<file path="src/rtl/fft_bitrev_streamer.sv">
// fft_bitrev_streamer: ping-pong buffer that reorders 32-sample complex frames into bit-reversed order
// Ports:
//   clk, rst                         clock, synchronous active-high reset
//   in_valid/in_ready, in_r/in_i     natural-order input stream
//   out_valid/out_ready, out_r/out_i bit-reversed output stream (zero when idle)
//   out_start/out_last               first/last sample of an output frame
//   ovf                              sticky: a sample was offered while the buffer was full
module fft_bitrev_streamer #(
    parameter int DATA_W = 16,
    parameter int N      = 32
) (
    input  logic              clk,
    input  logic              rst,
    input  logic              in_valid,
    output logic              in_ready,
    input  logic [DATA_W-1:0] in_r,
    input  logic [DATA_W-1:0] in_i,
    output logic              out_valid,
    input  logic              out_ready,
    output logic [DATA_W-1:0] out_r,
    output logic [DATA_W-1:0] out_i,
    output logic              out_start,
    output logic              out_last,
    output logic              ovf
);
    localparam int LOG2N = $clog2(N);
    localparam logic [LOG2N-1:0] LAST = LOG2N'(N - 1);
    logic [2*DATA_W-1:0] r_mem [2][N];
    logic [1:0]          r_full;
    logic                r_wr_bank;
    logic                r_rd_bank;
    logic                r_ovf;
    logic [LOG2N-1:0]    r_wr_cnt;
    logic [LOG2N-1:0]    r_rd_cnt;
    logic [LOG2N-1:0]    w_rd_addr;
    logic                w_wr;
    logic                w_rd;
    logic                w_wr_done;
    logic                w_rd_done;
    logic [1:0]          w_set;
    logic [1:0]          w_clr;
    logic [2*DATA_W-1:0] w_rd_data;
    for (genvar b = 0; b < LOG2N; b++) begin : g_brev
        assign w_rd_addr[b] = r_rd_cnt[LOG2N-1-b];
    end
    assign in_ready  = !r_full[r_wr_bank];
    assign out_valid = r_full[r_rd_bank];
    assign w_wr      = in_valid && in_ready;
    assign w_rd      = out_valid && out_ready;
    assign w_wr_done = w_wr && (r_wr_cnt == LAST);
    assign w_rd_done = w_rd && (r_rd_cnt == LAST);
    // A completing write and a completing read always hit different banks, so both masks apply.
    assign w_set     = w_wr_done ? (2'b01 << r_wr_bank) : 2'b00;
    assign w_clr     = w_rd_done ? (2'b01 << r_rd_bank) : 2'b00;
    assign w_rd_data = r_mem[r_rd_bank][w_rd_addr];
    assign out_r     = out_valid ? w_rd_data[2*DATA_W-1:DATA_W] : '0;
    assign out_i     = out_valid ? w_rd_data[DATA_W-1:0] : '0;
    assign out_start = out_valid && (r_rd_cnt == '0);
    assign out_last  = out_valid && (r_rd_cnt == LAST);
    assign ovf       = r_ovf;
    always_ff @(posedge clk) begin
        if (w_wr)
            r_mem[r_wr_bank][r_wr_cnt] <= {in_r, in_i};
    end
    always_ff @(posedge clk) begin
        if (rst) begin
            r_full    <= '0;
            r_wr_bank <= 1'b0;
            r_rd_bank <= 1'b0;
            r_wr_cnt  <= '0;
            r_rd_cnt  <= '0;
            r_ovf     <= 1'b0;
        end else begin
            r_full <= (r_full | w_set) & ~w_clr;
            if (w_wr)
                r_wr_cnt <= r_wr_cnt + 1'b1;
            if (w_wr_done)
                r_wr_bank <= !r_wr_bank;
            if (w_rd)
                r_rd_cnt <= r_rd_cnt + 1'b1;
            if (w_rd_done)
                r_rd_bank <= !r_rd_bank;
            if (in_valid && !in_ready)
                r_ovf <= 1'b1;
        end
    end
endmodule

</file>
<file path="config.mk">
export PLATFORM = sky130hd
export DESIGN_NAME = fft_bitrev_streamer
export DESIGN_NICKNAME = d
export VERILOG_FILES = /design/src/rtl/fft_bitrev_streamer.sv
export SDC_FILE = /design/constraint.sdc
export NUM_CORES = 2
export LEC_CHECK = 0
export CORE_ASPECT_RATIO = 1.1
export CORE_MARGIN = 4
export CORE_UTILIZATION = 30
export CTS_CLUSTER_DIAMETER = 120
export DETAILED_ROUTE_END_ITERATION = 8
export PLACE_DENSITY = 0.47
export SYNTH_ARGS = -nofsm -noshare
export SYNTH_HDL_FRONTEND = slang
export SYNTH_SLANG_ARGS = --single-unit
</file>
<file path="constraint.sdc">
create_clock -name clk -period 3.5 [get_ports clk]
set_clock_uncertainty 0.1 [all_clocks]
set_input_delay 0.35 -clock clk [delete_from_list [all_inputs] [get_ports clk]]
set_output_delay 0.35 -clock clk [all_outputs]
set_load 0.005 [all_outputs]
</file>
==> metrics.md <==
| Metric | Value |
|---|---|
| CP Class | flip-flop to output port |
| Vias in the first global route | 40400 |
| Placer congestion estimate | 0.750 |
| Fillers | 23300 |
| Post-place setup slack | -0.195 ns |
| Antenna Nets Post-Route | 0 |
| Final hold vios | 0 |
| DR WL met3 | 10100 um |
| Initial antenna violation count | 19 |
| Final WS setup | -0.342 ns |
| H-tree level count | 4 |
| Fin cells | 7718 |
| Cell taking the most area after synthesis | edfxtp_1 |
| Drt drc | 0 |
| Count of final setup violators | 32 |
| FF+latch area | 61800 um^2 |
| Status | finished, violations left |
| Failing checks | setup timing |
| Leak pwr | between 30 and 40 nW |
| Min-Delay Path Depth | 1 |
| Fin nets | 4137 |
| Top Layer Used | met5 |
| Fmax | 260 MHz |
| Gr usage total | 17.1% |
| Worst reg2reg setup slack | 0.92 ns |
| Data arrival, critical path | 3.39 ns |
| Reg2Reg Depth | 3 |
| Tmin final | 3.84 ns |
| Clock sink count | 2064 |
| Multi-input gate area | 18200 um^2 |
| Start point of the worst hold path | in_i[0] |
| Worst reg2reg startpoint | r_wr_cnt[3] |
| CP max FO | 7 |
| Starting Density | just over 30% |
| Wire length on met1 | 98100 um |
| Buffers added on ports | 72 |
| CP startpoint kind | flip-flop |
| Ranking of synthesized cells by area | edfxtp_1 78%, mux4_2 14%, mux2i_1 1.8% |
| Slew Limit Headroom | between 10% and 20% |
| Total CTS buffers | 210 |
| Yosys cell types | between 40 and 50 |
| Full die area | around 270000 um^2 |
| Ports | between 70 and 80 |
| Synth Instances | 3434 |
| Chip Height | 545 um |
| Worst slew pin tran | 1.29 ns |
| WP data required | 3.05 ns |
| Largest net degree at the start of global routing | between 60 and 70 |
| Core area | 260000 um^2 |
| Clock tree buffer depth | 4 |
| Fin. max-slew vios | 0 |
| Final Cycle Share | 110% |
| Mapped cell area | roughly 79000 um^2 |
| 1st-iter DRT viols | 3331 |
| Vias per cell | between 5 and 6 |
| CP Capture Type | output port |
| Std-Cell Rows | between 150 and 200 |
| Pint | slightly below 40 mW |
| CTS tree | built |
| Clock power share | 43.3% |
| Syn Nets | 3480 |
| Die Span X | 496 um |
| Placed insts | 7154 |
| Area grow syn2layout | 25.0% |
| Root buf cell | clkbuf_16 |
| Vias | around 39000 |
| Hold endpoint | r_mem[1][768] |
| Met2 routed WL | 120000 um |
| Comb pwr share | 1.4% |
| Number of synthesized flops with an enable pin | between 2000 and 2500 |
| Register area share after synthesis | 78.6% |
| Sequential group share of total power | 55.3% |
| Most frequent cells in the layout | 2048 x edfxtp_1, 504 x mux4_2, 318 x buf_4 |
| Skew-Pair Late Insertion Delay | 0.82 ns |
| Share of cells above drive strength 1 | 40.3% |
| P_sw | 9.86 mW |
| CTS clock-pin slew for the worst setup and hold paths | around 0.06 ns |
| Avg Inst Size Synth | 22.9 um^2 |
| RSZ-0062 raised after global routing | true |
| Synth Warn # | 0 |
| Top cell type's share of synthesized area | 78.2% |
| Synthesized flop and latch total | 2064 |
| Post-synth top flop | edfxtp_1 |
| Pwr per Cell Area | 502 nW/um^2 |
| Worst vdd ir | ~0.35 mV |
| RR Endpoint | r_mem[0][649] |
| Commonest non-fill, non-tap cell in the layout | edfxtp_1 |
| GRT Residual Overflow | 0 |
| First-pass GRT wire length | ~330000 um |
| Asr flop ratio synth | 0% |
| WL/cell | 30.4 um |
| Hpwl dp | 137000 um |
| Pre-antenna DRT Iters | 5 |
| Max Cap Viol | 0 |
| Sw frac | 20.0% |
| Hold/Removal Path Class | primary input to flip-flop |
| WL final | 235000 um |
## layout make-up
cell class | count | share of cell area, %
flip-flops and latches | 2064 | 62.9
well taps | 3465 | 4.41
multi-input cells | 1173 | 18.5
diodes | 10 | 0.0255
clock inverters | 104 | 0.900
repair buffers | 633 | 7.60
clock buffers | 260 | 5.61
inverters | 9 | 0.0420
## power groups by stage
stage | logic, mW | registers [mW] | clock network (mW)
floorplan | 0.116 | 27.8 | 0
global placement | 0.649 | 27.8 | 0
detailed placement | 0.676 | 27.8 | 0
CTS | 0.694 | 27.3 | 21.9
global route | 0.742 | 27.2 | 22.9
finish | 0.689 | 27.3 | 21.4
## critical path, cell delays in order, from the launching register on
cell      delay [ns]
dfxtp_4         0.40
buf_12          0.16
buf_12          0.13
buf_16          0.13
buf_12          0.10
buf_16          0.13
buf_8           0.11
mux4_2          0.53
mux2i_4         0.20
a211oi_2        0.10
a22o_1          0.29
buf_12          0.15
buf_12          0.11
## layer usage
layer | up-vias | global-route usage, %
li1 | 16000 | -
met1 | 21600 | 22.5
met2 | 948 | 29.9
met3 | 295 | 2.20
met4 | 8 | 4.22
met5 | - | 0
## cells in the mapped netlist (6+ instances only)
cell	n
edfxtp_1	2048
mux4_2	504
mux2i_1	143
nor2_1	120
clkbuf_1	88
o21ai_0	64
o22ai_1	55
buf_2	53
a221oi_1	48
nand2_1	45
a211oi_1	35
a22o_1	28
o21ai_1	27
buf_4	21
buf_1	17
dfxtp_1	16
nand3_1	15
a22oi_1	13
a21oi_1	11
ha_1	10
buf_6	9
inv_1	8
xnor2_1	6
## cell families after synthesis
group                      Yosys count  share of synthesized area (%)
AOI/OAI and AO/OA                  299                           2.57
xor gates and xnor gates             8                         0.0891
adders and majority gates           10                          0.159
buffers and inverters              197                           1.21
DFF                               2064                           78.6
muxes                              648                           16.3
and+or+nand+nor                    208                           1.11
## how the worst max path moves through the flow
stage                      startpoint            end  slack [ns]  cells after the start
after floorplan           r_wr_cnt[3]  r_mem[1][736]        0.43                      4
after global placement    r_rd_cnt[4]      out_i[14]       -0.22                     10
after detailed placement  r_rd_cnt[4]      out_i[14]       -0.19                     10
after CTS                   flip-flop       out_r[0]       -0.63                      9
after global routing        flip-flop       out_r[6]       -0.43                     13
final                       flip-flop      out_r[12]       -0.34                     12
## metrics by stage
stage	TNS, ns	hold WS, ns	area, um^2	power [mW]	util [%]
2_1_floorplan	0	0.349	78700	27.9	-
3_3_place_gp	-0.321	0.353	87500	28.4	33.6
3_5_place_dp	-0.260	0.377	87500	28.5	33.6
4_1_cts	-13.34	0.0259	96700	49.8	37.2
5_1_grt	-11.59	0.0618	98300	50.9	37.8
6_report	-8.10	0.0717	98300	49.3	37.8
## sequential cells by signal, indices dropped and copies added, names as in the netlist, named ones only
| register | cells |
|---|---|
| r_wr_cnt | 5 |
| r_rd_bank | 1 |
| ovf | 1 |
| r_wr_bank | 1 |
| r_rd_cnt | 5 |
| r_full | 2 |
| r_mem | 2048 |
## repair_timing
| item | in CTS | in global routing |
|---|---|---|
| setup buffers | 89 | 103 |
| gates resized for setup | 409 | 232 |
| endpoints found under the setup margin | 32 | 32 |
| hold buffers | 8 | 0 |
| gates cloned | 19 | 5 |
| endpoints found under the hold margin | 194 | 0 |
| pin swaps | 47 | 68 |
Power figures use the tool's default switching activity.
